$ cat src/rtl/rgb_pkg.sv
// Shared definitions for the RGB565 -> XRGB8888 stream converter.
package rgb_pkg;

  typedef enum logic [1:0] {
    IDLE = 2'd0,
    LO   = 2'd1,
    HI   = 2'd2
  } state_t;

  // RGB565 field positions
  localparam int unsigned R565_MSB = 15;
  localparam int unsigned R565_LSB = 11;
  localparam int unsigned G565_MSB = 10;
  localparam int unsigned G565_LSB = 5;
  localparam int unsigned B565_MSB = 4;
  localparam int unsigned B565_LSB = 0;

  // XRGB8888 field positions
  localparam int unsigned X888_MSB = 31;
  localparam int unsigned X888_LSB = 24;
  localparam int unsigned R888_MSB = 23;
  localparam int unsigned R888_LSB = 16;
  localparam int unsigned G888_MSB = 15;
  localparam int unsigned G888_LSB = 8;
  localparam int unsigned B888_MSB = 7;
  localparam int unsigned B888_LSB = 0;

endpackage

$ cat src/rtl/nasti_stream_channel.sv
// AXI-stream style channel bundle with master/slave views.
interface nasti_stream_channel #(
  parameter int unsigned DATA_WIDTH = 64,
  parameter int unsigned DEST_WIDTH = 1,
  parameter int unsigned USER_WIDTH = 1,
  parameter int unsigned ID_WIDTH   = 1
);
  logic                    t_valid;
  logic                    t_ready;
  logic [DATA_WIDTH-1:0]   t_data;
  logic [DATA_WIDTH/8-1:0] t_strb;
  logic [DATA_WIDTH/8-1:0] t_keep;
  logic                    t_last;
  logic [ID_WIDTH-1:0]     t_id;
  logic [DEST_WIDTH-1:0]   t_dest;
  logic [USER_WIDTH-1:0]   t_user;

  modport master (
    output t_valid, t_data, t_strb, t_keep, t_last, t_id, t_dest, t_user,
    input  t_ready
  );

  modport slave (
    input  t_valid, t_data, t_strb, t_keep, t_last, t_id, t_dest, t_user,
    output t_ready
  );
endinterface

$ cat src/rtl/rgb565to888.sv
// Combinational expansion of one RGB565 pixel to XRGB8888 by MSB replication.
module rgb565to888
  import rgb_pkg::*;
(
  input  logic [15:0] rgb565,
  output logic [31:0] xrgb
);

  logic [4:0] r5;
  logic [5:0] g6;
  logic [4:0] b5;

  // Split the fields and widen each by repeating its top bits into the LSBs
  always_comb begin
    r5   = rgb565[R565_MSB:R565_LSB];
    g6   = rgb565[G565_MSB:G565_LSB];
    b5   = rgb565[B565_MSB:B565_LSB];
    xrgb = '0;
    xrgb[X888_MSB:X888_LSB] = 8'h00;
    xrgb[R888_MSB:R888_LSB] = {r5, r5[4:2]};
    xrgb[G888_MSB:G888_LSB] = {g6, g6[5:4]};
    xrgb[B888_MSB:B888_LSB] = {b5, b5[4:2]};
  end

endmodule

$ cat src/rtl/rgb16to32.sv
// RGB565 (4 px/beat) to XRGB8888 (2 px/beat) stream width converter.
module rgb16to32
  import rgb_pkg::*;
#(
  parameter int unsigned DATA_WIDTH = 64,
  parameter int unsigned DEST_WIDTH = 1,
  parameter int unsigned USER_WIDTH = 1
) (
  input  logic               aclk,
  input  logic               areset,
  nasti_stream_channel.slave  src,
  nasti_stream_channel.master dst
);

  localparam int unsigned HALF = DATA_WIDTH / 2;

  state_t                state_q;
  state_t                state_d;
  logic                  capture;
  logic [DATA_WIDTH-1:0] data_q;
  logic                  last_q;
  logic [HALF-1:0]       half;
  logic [31:0]           px0;
  logic [31:0]           px1;
  logic                  unused_src;

  // State register
  always_ff @(posedge aclk or posedge areset) begin
    if (areset) state_q <= IDLE;
    else        state_q <= state_d;
  end

  // Next-state logic; capture marks a src handshake
  always_comb begin
    state_d = state_q;
    capture = 1'b0;
    unique case (state_q)
      IDLE: begin
        if (src.t_valid) begin
          capture = 1'b1;
          state_d = LO;
        end
      end
      LO: begin
        if (dst.t_ready) state_d = HI;
      end
      HI: begin
        if (dst.t_ready) begin
          if (src.t_valid) begin
            capture = 1'b1;
            state_d = LO;
          end else begin
            state_d = IDLE;
          end
        end
      end
      default: state_d = IDLE;
    endcase
  end

  // Held beat and its last flag
  always_ff @(posedge aclk or posedge areset) begin
    if (areset) begin
      data_q <= '0;
      last_q <= 1'b0;
    end else if (capture) begin
      data_q <= src.t_data;
      last_q <= src.t_last;
    end
  end

  // Select the half of the held beat that is currently presented
  always_comb begin
    half = (state_q == HI) ? data_q[DATA_WIDTH-1:HALF] : data_q[HALF-1:0];
  end

  rgb565to888 u_px0 (
    .rgb565 (half[15:0]),
    .xrgb   (px0)
  );

  rgb565to888 u_px1 (
    .rgb565 (half[31:16]),
    .xrgb   (px1)
  );

  // Stream handshakes and constant sideband fields
  always_comb begin
    src.t_ready = !areset && ((state_q == IDLE) || ((state_q == HI) && dst.t_ready));
    dst.t_valid = (state_q != IDLE);
    dst.t_data  = {px1, px0};
    dst.t_last  = (state_q == HI) && last_q;
    dst.t_strb  = '1;
    dst.t_keep  = '1;
    dst.t_id    = '0;
    dst.t_dest  = DEST_WIDTH'(0);
    dst.t_user  = USER_WIDTH'(0);
  end

  // src sideband fields carry no meaning for this converter
  always_comb begin
    unused_src = ^{src.t_strb, src.t_keep, src.t_id, src.t_dest, src.t_user};
  end

endmodule
$ cat src/flat_wrapper.sv
// flat-port wrapper written by rule: the top's interface ports become plain ports
module rgb16to32_flat import rgb_pkg::*;
#(
  parameter int unsigned DATA_WIDTH = 64,
  parameter int unsigned DEST_WIDTH = 1,
  parameter int unsigned USER_WIDTH = 1
)
  (aclk, areset, src_t_valid, src_t_data, src_t_strb, src_t_keep, src_t_last, src_t_id, src_t_dest, src_t_user, src_t_ready, dst_t_valid, dst_t_data, dst_t_strb, dst_t_keep, dst_t_last, dst_t_id, dst_t_dest, dst_t_user, dst_t_ready);
  nasti_stream_channel #(.DATA_WIDTH(DATA_WIDTH), .DEST_WIDTH(DEST_WIDTH), .USER_WIDTH(USER_WIDTH)) src_i ();
  nasti_stream_channel #(.DATA_WIDTH(DATA_WIDTH), .DEST_WIDTH(DEST_WIDTH), .USER_WIDTH(USER_WIDTH)) dst_i ();
  input  logic aclk;
  input  logic areset;
  input wire logic [$bits(src_i.t_valid)-1:0] src_t_valid;
  input wire logic [$bits(src_i.t_data)-1:0] src_t_data;
  input wire logic [$bits(src_i.t_strb)-1:0] src_t_strb;
  input wire logic [$bits(src_i.t_keep)-1:0] src_t_keep;
  input wire logic [$bits(src_i.t_last)-1:0] src_t_last;
  input wire logic [$bits(src_i.t_id)-1:0] src_t_id;
  input wire logic [$bits(src_i.t_dest)-1:0] src_t_dest;
  input wire logic [$bits(src_i.t_user)-1:0] src_t_user;
  output wire logic [$bits(src_i.t_ready)-1:0] src_t_ready;
  output wire logic [$bits(dst_i.t_valid)-1:0] dst_t_valid;
  output wire logic [$bits(dst_i.t_data)-1:0] dst_t_data;
  output wire logic [$bits(dst_i.t_strb)-1:0] dst_t_strb;
  output wire logic [$bits(dst_i.t_keep)-1:0] dst_t_keep;
  output wire logic [$bits(dst_i.t_last)-1:0] dst_t_last;
  output wire logic [$bits(dst_i.t_id)-1:0] dst_t_id;
  output wire logic [$bits(dst_i.t_dest)-1:0] dst_t_dest;
  output wire logic [$bits(dst_i.t_user)-1:0] dst_t_user;
  input wire logic [$bits(dst_i.t_ready)-1:0] dst_t_ready;
  assign src_i.t_valid = src_t_valid;
  assign src_i.t_data = src_t_data;
  assign src_i.t_strb = src_t_strb;
  assign src_i.t_keep = src_t_keep;
  assign src_i.t_last = src_t_last;
  assign src_i.t_id = src_t_id;
  assign src_i.t_dest = src_t_dest;
  assign src_i.t_user = src_t_user;
  assign src_t_ready = src_i.t_ready;
  assign dst_t_valid = dst_i.t_valid;
  assign dst_t_data = dst_i.t_data;
  assign dst_t_strb = dst_i.t_strb;
  assign dst_t_keep = dst_i.t_keep;
  assign dst_t_last = dst_i.t_last;
  assign dst_t_id = dst_i.t_id;
  assign dst_t_dest = dst_i.t_dest;
  assign dst_t_user = dst_i.t_user;
  assign dst_i.t_ready = dst_t_ready;
  rgb16to32 #(.DATA_WIDTH(DATA_WIDTH), .DEST_WIDTH(DEST_WIDTH), .USER_WIDTH(USER_WIDTH)) u_core (.aclk(aclk), .areset(areset), .src(src_i), .dst(dst_i));
endmodule
$ cat config.mk
export PLATFORM = sky130hd
export DESIGN_NAME = rgb16to32_flat
export DESIGN_NICKNAME = d
export VERILOG_FILES = /design/src/rtl/rgb_pkg.sv /design/src/rtl/nasti_stream_channel.sv /design/src/rtl/rgb565to888.sv /design/src/rtl/rgb16to32.sv /design/src/flat_wrapper.sv
export SDC_FILE = /design/constraint.sdc
export NUM_CORES = 1
export LEC_CHECK = 0
export ABC_AREA = 1
export BUFFER_PORTS_ARGS = -buffer_cell sky130_fd_sc_hd__buf_2
export CORE_ASPECT_RATIO = 1.5
export CORE_MARGIN = 4
export CORE_UTILIZATION = 40
export CTS_CLUSTER_SIZE = 12
export DETAILED_ROUTE_END_ITERATION = 10
export GPL_ROUTABILITY_DRIVEN = 0
export PLACE_DENSITY = 0.69
export SYNTH_ARGS = -nofsm -noshare
export SYNTH_HDL_FRONTEND = slang
export SYNTH_SLANG_ARGS = --single-unit
$ cat constraint.sdc
create_clock -name aclk -period 2.7 [get_ports aclk]
set_input_delay 0.27 -clock aclk [delete_from_list [all_inputs] [get_ports aclk]]
set_output_delay 0.27 -clock aclk [all_outputs]
set_load 0.01 [all_outputs]
# After elaboration in Yosys (flattened, before gate mapping)
# Cells that the tools add are included.
# Widths: inputs -> output; s select.
# classes
n_eq_ne	5
mux	9
reduce_logical	8
# op_table
operator	count
$mux 32	1
$mux 2	3
$ne 2x2->1 const B	3
$pmux 2 s3	1
$logic_and 1x1->1	3
$mux 1	3
$reduce_and 3->1	1
$eq 2x1->1 const B	1
$eq 2x2->1 const B	1
$logic_not 2->1	1
$pmux 1 s2	1
$reduce_bool 2->1	1
$logic_not 1->1	1
$logic_or 1x1->1	1
# word_totals
regBits	67
input_bits	88
out_inout_bits	86

# Longest topological paths before layout
# depth
ltp_word	4
mapped_depth	7

# Hierarchy
# From an unflattened synthesis, not the netlist that was laid out.
# hier_totals
hier_cells	496
hier_area_um2	3834.9
# modules_own_cells
mod	n_inst	cells_each	area_per_inst_um2
rgb16to32	1	430	3347.0
rgb565to888	2	33	244.0

# Worst setup path before layout
# No wires, ideal clock.
# synth_timing
path_type	register to output
from	register u_core.state_q[0]
to	output dst_t_data[21]
arrival_time_ns	1.131
path_slack_ns	1.299
stages_incl_launch_ff	6
n_path_buf	2
path_cell_list	dfrtp_1 -> inv_2 -> clkbuf_1 -> nand3_1 -> nand2_1 -> buf_4
# synth_via
elab_chain_cells	2
# synth_rtl
element	line	rtl
start: declaration	rgb16to32.sv:17	state_t state_q;
start signal: assignment	rgb16to32.sv:30	else state_q <= state_d;
$eq 2x2->1	rgb16to32.sv:74	half = (state_q == HI) ? data_q[DATA_WIDTH-1:HALF] : data_q[HALF-1:0];
$mux 32	rgb16to32.sv:74	
end: declaration	flat_wrapper.sv:23	output wire logic [$bits(dst_i.t_data)-1:0] dst_t_data;
# No other way between the ends.

# Worst setup path after layout
# layout_timing
from	register u_core.state_q[0]
to	output dst_t_data[17]
# The elaborated chain is that of the path after synthesis.

==> flow_summary.yaml <==
run_status:
  status: "complete, no violations"
grt:
  grt_overflow: 0
  grt_max_degree: 66
  grt_pass1_vias: 2982
  antenna_found_initial: 0
  met1_usage_pct: 19.6
  track_usage_pct: 16.9
  use_met3_pct: 3.57
  met2_usage_pct: 29.9
  grt_first_pass_wirelength_mm: 14.0
  top_usage_layer: "met2"
worst_setup_path:
  required_ps: 2430
  critPathTopFamily: "buffers and inverters"
  crit_top_cell: "nand2_1"
  ff2ff_setup_slack_ps: 780
  crit_buf_inv: 3
  start_kind: "register"
  end_kind: "output port"
  cpPeakStageDelay_ps: 440
  crit_arrival_ps: 1770
  r2r-start: "u_core.state_q[1]"
  critPathSlowestCell: "dfrtp_1"
  worstRegToRegCells: 6
  crit_chain: "inv_2, nand2_1, buf_4, nand2_1, nand2_1, buf_2"
  cp_max_fo: 22
  crit_type: "register to output port"
  r2r_end: "u_core.data_q[15]"
routing:
  totalWireLength_mm: 8.91
  viasPerCell: 4.72
  vias: 3127
  route.detailed.drc: 0
  firstDrtPassIters: 4
  detail_route.wl_per_cell_um: 13.4
  first_iter_violations: 171
  ant_nets: 0
clocking:
  clockBufferDepth: 2
  cts_buffers: 9
  path_clk_slew_ps: 50
  cts_resized: 0
  clk_latency_ps: 320
  clock-sinks: 67
  hold_buffers: 0
  htree_num_levels: 3
  cts_root_buffer: "clkbuf_16"
  cts_setup_buffers: 0
  cts_tree: "yes"
placed_design:
  post-dp-hpwl_mm: 6.12
  port_buffers: 119
  dp.cells: 650
synth:
  synth_area_um2: 3580
  synthArstFlopShare_pct: 100
  yosys.area.top_type: "dfrtp_1"
  yosys_warnings: 0
  netlist_instances: 461
  synth_seq_area_share_pct: 46.9
  yosys-top-cells-area: "dfrtp_1 (47%), nand2_1 (21%), nand3_1 (14%), buf_4 (13%), buf_6 (1.6%)"
  ys.flop_type: "dfrtp_1"
  synth_most_common_cell: "nand2_1"
  synth-edff-count: 0
  synth_top_area_share_pct: 46.9
  syn_area_per_cell_um2: 7.76
  synthTopCellsByCount: "nand2_1 (199), nand3_1 (98), dfrtp_1 (67), buf_4 (63), buf_2 (10)"
  ys_ff_latch: 67
  synth.distinct_cells: 15
sta:
  rsz0062_at_grt: "no"
  setup_viol: 0
  fin_crit_sh_pct: 75.5
  fin_worst_skew_ps: 5.23
  tns_ps: 0
  slew_headroom_pct: 53.3
  fin_crit_ps: 2040
  tightest_slew_ps: 699
  clock.fmax_mhz: 490
  hold_viol_final: 0
  slew_violations: 0
pwr:
  power_density_nw_per_um2: 1200
  p_leak_uw: 0.00250
  vdd_drop_max_mv: 0.517
layout:
  final_nets: 639
  multiInputGateArea_um2: 1410
  area_growth_pct: 17.1
  fill_cells: 895
  antenna_cells: 0
  fin_cells: 663
  seq_area_um2: 1680
  drive_gt1_share_pct: 25.9
floorplan:
  dieWidth_um: 85.2
  std_cell_rows: 42
  num_io_pins: 174
  die_area_um2: 10600
  die_h_um: 124
  initial_core_util_pct: 40.8
  core-area_um2: 8780
worst_hold_path:
  hp-class: "primary input to async pin"
run:
  cap_violations: 0
[placed cells by master (no fill, tap or decap), drive strengths merged]
| cell type | count |
|---|---|
| clkbuf | 13 |
| conb | 35 |
| nand3 | 98 |
| buf | 128 |
| dfrtp | 67 |
| o21ai | 1 |
| inv | 7 |
| nand2 | 201 |
| nor2 | 3 |
[metal layers]
| layer | up-vias | share of wire (%) |
|---|---|---|
| li1 | 1544 | - |
| met1 | 1452 | 40 |
| met2 | 122 | 52 |
| met3 | 9 | 6.9 |
| met4 | 0 | 1.2 |
| met5 | - | 0 |
[report_power, final]
group          total, µW  switching (µW)  internal, µW
Clock               1000             371           631
Sequential          1750             261          1480
Combinational       2280            1450           832
Total               5030            2080          2950
[per-stage QoR]
stage,setup WS (ps),power [µW],hold slack [ps],cell area (µm²),util [%]
floorplan,747,3490,415,3700,-
global placement,797,4020,428,3940,44.9
detailed placement,753,4070,429,3940,44.9
CTS,621,5100,82.1,4190,47.7
global route,485,5480,114,4190,47.7
finish,661,5030,67.6,4190,47.7
[layout make-up]
| class | count | area share (%) |
|---|---|---|
| timing repair buffer | 128 | 16.4 |
| clock buffer | 13 | 5.97 |
| multi-input combinational | 338 | 33.7 |
| sequential | 67 | 40.0 |
| inverter | 7 | 0.627 |
| tap | 110 | 3.29 |
[cell families (layout without fill, tap and decap cells)]
kind of cell           after synthesis  in the layout  share of synthesized area (%)
AOI/OAI and AO/OA                    1              1                          0.140
DFF                                 67             67                           46.9
and+or+nand+nor                    302            302                           35.5
buffers and inverters               89            148                           17.3
other                                2             35                          0.210
[how the worst max path moves through the flow]
stage	start	endpoint	slack [ps]	depth (start not counted)
final	u_core.state_q[0]	dst_t_data[17]	660	6
after global routing	u_core.state_q[0]	dst_t_data[17]	480	6
after CTS	u_core.state_q[0]	dst_t_data[17]	620	6
after detailed placement	u_core.state_q[1]	u_core.data_q[15]	750	6
after global placement	u_core.state_q[1]	u_core.data_q[4]	800	6
after floorplan	areset	u_core.data_q[0]	750	1
[sequential cells by signal, summed over array words and instances (netlist names)]
| signal | cells |
|---|---|
| u_core.last_q | 1 |
| u_core.data_q | 64 |
| u_core.state_q | 2 |
(Power assumes the default switching activity.)
